File: src/rtl/snes_pad_reader.sv
// SNES pad poller: strobes latch/clock, shifts in the 16-bit report and publishes 12 active-high buttons.
// Optional PAD_DEBOUNCE_EN: a button changes only when two consecutive good frames agree on it.
`timescale 1ns/1ps
module snes_pad_reader #(
  parameter int LATCH_CYCLES = 600,
  parameter int HALF_CYCLES  = 300,
  parameter int POLL_CYCLES  = 833_333
) (
  input  logic        clk,
  input  logic        rst_l,
  input  logic        pad_data,
  output logic        pad_latch,
  output logic        pad_clock,
  output logic [11:0] buttons,
  output logic        buttons_valid,
  output logic        frame_err
);
  localparam int PT_W   = $clog2(POLL_CYCLES);
  localparam int PH_MAX = (LATCH_CYCLES > HALF_CYCLES) ? LATCH_CYCLES : HALF_CYCLES;
  localparam int PH_W   = $clog2(PH_MAX);

  typedef enum logic [2:0] {IDLE, LATCH, CLK_HIGH, CLK_LOW, DONE} state_t;
  state_t state, state_next;

  logic [PT_W-1:0] poll_cnt;
  logic [PH_W-1:0] phase;
  logic [3:0]      bit_idx;
  logic [15:0]     raw;
  logic            data_p0, data_p1;
  logic            poll_wrap, latch_end, half_end, frame_good;
  logic [11:0]     decoded;
`ifdef PAD_DEBOUNCE_EN
  logic [11:0]     prev_good;
`endif

  assign poll_wrap  = (poll_cnt == PT_W'(POLL_CYCLES - 1));
  assign latch_end  = (phase == PH_W'(LATCH_CYCLES - 1));
  assign half_end   = (phase == PH_W'(HALF_CYCLES - 1));
  // A real pad always reports line-high in the four unused trailing bits.
  assign frame_good = &raw[15:12];
  assign decoded    = ~raw[11:0];

  // Synchronizer stages for the asynchronous pad line
  always_ff @(posedge clk) begin
    data_p0 <= pad_data;
    data_p1 <= data_p0;
  end

  always_ff @(posedge clk or negedge rst_l) begin
    if (!rst_l)         poll_cnt <= '0;
    else if (poll_wrap) poll_cnt <= '0;
    else                poll_cnt <= poll_cnt + 1'b1;
  end

  always_ff @(posedge clk or negedge rst_l) begin
    if (!rst_l) state <= IDLE;
    else        state <= state_next;
  end

  always_comb begin
    state_next = state;
    case (state)
      IDLE:     if (poll_wrap) state_next = LATCH;
      LATCH:    if (latch_end) state_next = CLK_HIGH;
      CLK_HIGH: if (half_end)  state_next = CLK_LOW;
      CLK_LOW:  if (half_end)  state_next = (bit_idx == 4'd15) ? DONE : CLK_HIGH;
      DONE:     state_next = IDLE;
      default:  state_next = IDLE;
    endcase
  end

  always_comb begin
    pad_latch = 1'b0;
    pad_clock = 1'b1;
    case (state)
      LATCH:   pad_latch = 1'b1;
      CLK_LOW: pad_clock = 1'b0;
      default: ;
    endcase
  end

  // Shared phase counter restarts on every state change
  always_ff @(posedge clk or negedge rst_l) begin
    if (!rst_l)                                   phase <= '0;
    else if (state_next != state || state == IDLE) phase <= '0;
    else                                          phase <= phase + 1'b1;
  end

  // Shift-in and frame evaluation stage
  always_ff @(posedge clk or negedge rst_l) begin
    if (!rst_l) begin
      bit_idx       <= '0;
      raw           <= '0;
      buttons       <= '0;
      buttons_valid <= 1'b0;
      frame_err     <= 1'b0;
`ifdef PAD_DEBOUNCE_EN
      prev_good     <= '0;
`endif
    end else begin
      buttons_valid <= (state == DONE) && frame_good;
      frame_err     <= (state == DONE) && !frame_good;
      if (state == LATCH)
        bit_idx <= '0;
      else if (state == CLK_LOW && half_end && bit_idx != 4'd15)
        bit_idx <= bit_idx + 1'b1;
      if (state == CLK_HIGH && half_end)
        raw[bit_idx] <= data_p1;
      if (state == DONE && frame_good) begin
`ifdef PAD_DEBOUNCE_EN
        // Take the new value only where it matches the previous good frame.
        buttons   <= (buttons & (decoded ^ prev_good)) | (decoded & ~(decoded ^ prev_good));
        prev_good <= decoded;
`else
        buttons   <= decoded;
`endif
      end
    end
  end
endmodule

File: config.mk
export PLATFORM = sky130hd
export DESIGN_NAME = snes_pad_reader
export DESIGN_NICKNAME = d
export VERILOG_FILES = /design/src/rtl/snes_pad_reader.sv
export SDC_FILE = /design/constraint.sdc
export NUM_CORES = 1
export LEC_CHECK = 0
export ABC_AREA = 1
export BUFFER_PORTS_ARGS = -buffer_cell sky130_fd_sc_hd__buf_2
export CAP_MARGIN = 10
export CORE_MARGIN = 4
export CORE_UTILIZATION = 36
export DETAILED_ROUTE_END_ITERATION = 12
export PLACE_DENSITY = 0.62
export SLEW_MARGIN = 40
export SYNTH_ARGS = -nofsm -noshare
export SYNTH_HDL_FRONTEND = slang
export SYNTH_SLANG_ARGS = --single-unit
File: constraint.sdc
create_clock -name clk -period 3.7 [get_ports clk]
set_clock_uncertainty 0.15 [all_clocks]
set_input_delay 0.37 -clock clk [delete_from_list [all_inputs] [get_ports clk]]
set_output_delay 0.37 -clock clk [all_outputs]
set_load 0.02 [all_outputs]
* Word level (Yosys, flattened, before mapping)
Index checks and enable logic that the tools add are counted.
** Storage, ports and cells
- Register bits after elaboration :: 69
- Bits of input ports :: 3
- Output and inout port bits :: 16
** Cells by class
- $add $sub $neg :: 3
- Order comparisons :: 2
- Equal/unequal tests :: 10
- Mux-type cells :: 15
- Bitwise gates (word level) :: 1
- Reductions and logical operators :: 11
** Operators by type and width (number)
- 20-bit by 1-bit adder with 20-bit output, second input constant :: 1
- 20-bit equality test, second input constant :: 1
- 20-bit two-way mux :: 1
- 16-bit bitwise mux :: 1
- 3-bit two-way mux :: 5
- 12-bit inverter :: 1
- 3-bit one-hot mux with 4 select lines :: 1
- 10-bit by 1-bit adder with 10-bit output, second input constant :: 1
- 10-bit equality test, second input constant :: 1
- 10-bit by 9-bit equality test with 1-bit output, second input constant :: 1
- 10-bit two-way mux :: 1
- 4-bit two-way mux :: 2
- 3-bit by 2-bit equality test with 1-bit output, second input constant :: 2
- 1-bit logical AND :: 6
- 4-bit by 5-bit less-than comparator with 1-bit output, second input constant :: 1
- 4-bit by 1-bit adder with 4-bit output, second input constant :: 1
- 1-bit demux with 4-bit select :: 1
- 4-bit equality test, second input constant :: 1
- 4-bit by 1-bit greater-or-equal comparator with 1-bit output, second input constant :: 1
- 4-bit inequality test, second input constant :: 1
- 4-bit AND reduction :: 1
- 3-bit by 1-bit equality test with 1-bit output, second input constant :: 1
- 3-bit equality test, second input constant :: 1
- 3-bit zero test :: 1
- other kinds (5) :: 7

* Logic depth before layout (Yosys ltp)
- Word-level depth :: 7
- Gate-level depth with buffers :: 11

* Worst setup path after synthesis
Ideal clock, no wire load.
- Kind :: register -> register
- Start point :: reg poll_cnt[0]
- End point :: reg poll_cnt[15]
- Data arrival time :: 1.392 ns
- Slack :: 2.012 ns
- Stages on the path, launching flop included :: 8
- Path buffers :: 0
- Cell sequence :: dfrtp_1 inv_1 ha_1 inv_1 nor2_1 nand3_1 nor4_2 nor3_1
** On the way
- Cells in the longest elaborated chain, start to end :: 2
** RTL lines
- start: declaration :: RTL line 25 : logic [PT_W-1:0] poll_cnt;
- start signal: assignment :: RTL line 52 : else poll_cnt <= poll_cnt + 1'b1;
- 20-bit by 1-bit adder with 20-bit output / 20-bit equality test (equally long branches) :: RTL line 52, 36
- 20-bit two-way mux (*) :: RTL line 51 : else if (poll_wrap) poll_cnt <= '0;
Every way passes the cells marked *; elsewhere a longest branch is shown, timed or not.
A chain may end at the register's enable or synchronous reset.

* Worst setup path in the final report
Same ends and word-level chain as after synthesis.

==> results.py <==
metrics = {
    "final_layout": {
        "diodes": 0,
        "final_area_um2": 3820,
        "final_nets": 432,
        "area_delta_synth_final_pct": 14.1,
        "postLayoutCoreUtil": 0.430,
        "instances_no_fill": 535,
        "final_common_cell": "nand2_1",
        "final_cell_mix": "nand2_1, dfrtp_1, inv_1, nor2_1, nand3_1",
        "drive_above_1_share": 0.124,
    },
    "run": {
        "maxCapViolCount": 0,
    },
    "synthesis": {
        "syn_inst": 394,
        "ys_seq_area_frac": 0.513,
        "synth_fp_nets": 404,
        "yosysTopAreaCell": "dfrtp_1",
        "synth-simple-area-share": 0.288,
        "ys_types": 31,
        "synth_area_per_cell_um2": 8.50,
        "synth_xor_area_frac": 0.0497,
        "synth_top_cells_by_area": "dfrtp_1, nand2_1, nand3_1",
        "syn_area_um2": 3350,
        "ys_ff_latch": 69,
        "synth-compound-area-share": 0.0557,
        "netlist.area_leader.share": 0.501,
        "muxShareOfSynthArea": 0,
        "synth_top_family_by_area": "simple AND/OR/NAND/NOR gates",
        "yosysWarnings": 0,
        "synthAdderAreaFrac": 0.0261,
    },
    "worst_hold_path": {
        "worstHoldPathType": "reg2reg",
        "holdPathStages": 0,
        "worstHoldStart": "data_p0",
    },
    "route": {
        "drt-total-wl_mm": 6.40,
        "drt-pass1-iter-count": 4,
        "drc": 0,
        "vias": 2581,
        "drt_iter0_markers": 124,
        "drt-vias-per-instance": 4.82,
        "wl_per_cell_um": 12.0,
        "antenna_left": 0,
    },
    "global_routing": {
        "antenna_found_initial": 0,
        "grt_pass1_wl_mm": 11.2,
        "grt_pass1_vias": 2469,
        "grt.overflow.total": 0,
        "grt_usage": 0.127,
        "grt_max_degree": 35,
    },
    "cts": {
        "cts_inserted_buffers": 9,
        "cts_tree": "built",
        "clk_pin_slew_worst_paths_ps": 80,
        "cts_sinks": 69,
        "ctsResizeCount": 0,
        "cts_hold_buf": 2,
        "clockBufferDepth": 2,
        "postCtsSetupRepairBufs": 0,
        "cts_root_buffer": "clkbuf_8",
        "cts_htree_levels": 3,
        "clock_latency_ps": 350,
    },
    "sta": {
        "min_period_ps": 2010,
        "fin_crit_sh": 0.543,
        "rsz0062_at_grt": "false",
        "fmax_mhz": 497,
        "finalSetupViolations": 0,
        "tightest_slew_ps": 748,
        "tns_ps": 0,
        "fin_ws_ps": 1690,
        "relSlewSlack": 0.497,
        "drv_slew": 0,
        "hold_viol": 0,
    },
    "floorplan": {
        "dieArea_um2": 10900,
        "rows": 34,
        "io_pins": 19,
        "coreArea_um2": 8890,
        "die_width_um": 104,
        "initial_core_util": 0.377,
        "fp.dieH_um": 104,
    },
    "critical_path": {
        "rr_startpoint": "poll_cnt[0]",
        "crit_required_ps": 3740,
        "slowest_stage": "nor4_2",
        "worstPathArrival_ps": 2050,
        "path_class": "reg2reg",
        "crit_path_start_kind": "flop",
        "cp_common_cell": "inv_1",
        "critPathCaptureType": "flop",
        "slowest_delay_ps": 650,
        "path_depth": 7,
        "reg2reg_depth": 7,
        "crit_buf_inv": 2,
        "crit_chain": "inv_1 > ha_1 > inv_1 > nor2_1 > nand3_1 > nor4_2 > nor3_1",
        "crit_family": "simple AND/OR/NAND/NOR gates",
        "crit_fanout": 7,
        "setup.worst_path.start": "poll_cnt[0]",
    },
    "power_and_ir_drop": {
        "intPower_mw": 1.18,
        "switchingPower_uw": 304,
        "combPwrFrac": 0.014,
        "peakVddDrop_uv": 162,
        "p_sw_frac": 0.205,
        "pwr-share-clk": 0.476,
        "powerDensity_nw_per_um2": 387,
        "total_leakage_power_nw": 1.83,
        "seq_power_share": 0.510,
    },
    "placed_design": {
        "io_buffers": 18,
        "gp_congestion": 0.865,
        "place_hpwl_mm": 4.76,
        "place_area_um2": 3560,
        "place_ws_ps": 1700,
        "dp.cells": 517,
    },
    "status": {
        "status": "finished, final reports clean",
    },
}
-- Yosys cell counts, drive strengths merged --
library cell	number
nor3b	3
ha	7
dfxtp	2
buf	2
or2	1
o21ai	34
nor4	6
a211oi	1
clkbuf	3
nand2	80
nand4	3
o2111ai	1
nor2	55
dfrtp	67
nand3b	2
nand3	46
xnor2	4
xor2	15
nor3	9
inv	53
-- logic make-up (layout without fill, tap and decap cells) --
group | after synthesis | after routing
buffers and inverters | 58 | 91
AOI/OAI and AO/OA | 36 | 36
xor gates and xnor gates | 19 | 19
adders and majority gates | 7 | 7
and+or+nand+nor | 205 | 205
DFF | 69 | 69
-- registers in the layout (all words and copies together), names as in the netlist --
register and flops:
bit_idx 4, buttons 12, buttons_valid 1, data_p0 1, data_p1 1, frame_err 1
phase 10, poll_cnt 20, raw 16, state 3
-- final cells by class --
| cell class | instances | area [µm²] |
|---|---|---|
| clock buffer | 11 | 151 |
| timing repair buffer | 22 | 128 |
| sequential | 69 | 1720 |
| fill | 892 | 5070 |
| clock inverter | 5 | 81.3 |
| inverter | 53 | 199 |
| tap | 108 | 135 |
| multi-input combinational | 267 | 1410 |
-- power groups by stage --
stage	Combinational, mW	Sequential (mW)	Clock, mW
6_report	0.0202	0.755	0.705
5_1_grt	0.0241	0.754	0.767
4_1_cts	0.0215	0.754	0.728
3_5_place_dp	0.0200	0.769	0
3_3_place_gp	0.0195	0.769	0
2_1_floorplan	0.00176	0.770	0
-- metrics by stage --
stage                     hold slack [ps]  total power, mW
after floorplan                     -75.6            0.771
after global placement                161            0.789
after detailed placement              162            0.789
after CTS                             181             1.50
after global routing                  187             1.55
final                                 174             1.48
-- routing by layer --
metal	vias up	track usage	routed length, µm
met5	-	0	0
met4	0	0.0560	99
li1	1315	-	-
met2	48	0.212	3120
met1	1212	0.154	2940
met3	6	0.0348	248
-- worst register-to-register path, stage by stage, from the launching register on --
cell and delay (ps):
dfrtp_1 420, inv_1 70, ha_1 130, inv_1 50
nor2_1 130, nand3_1 120, nor4_2 650, nor3_1 140
-- worst paths after layout --
kind                           endpoint  slack [ps]
min in group asynchronous    buttons[9]         360
hold / removal                  data_p1         170
hold reg to reg                 data_p1         170
setup reg to reg           poll_cnt[15]        1690
setup / recovery           poll_cnt[15]        1690
max in group asynchronous   poll_cnt[4]        2430
(Power assumes the default switching activity.)
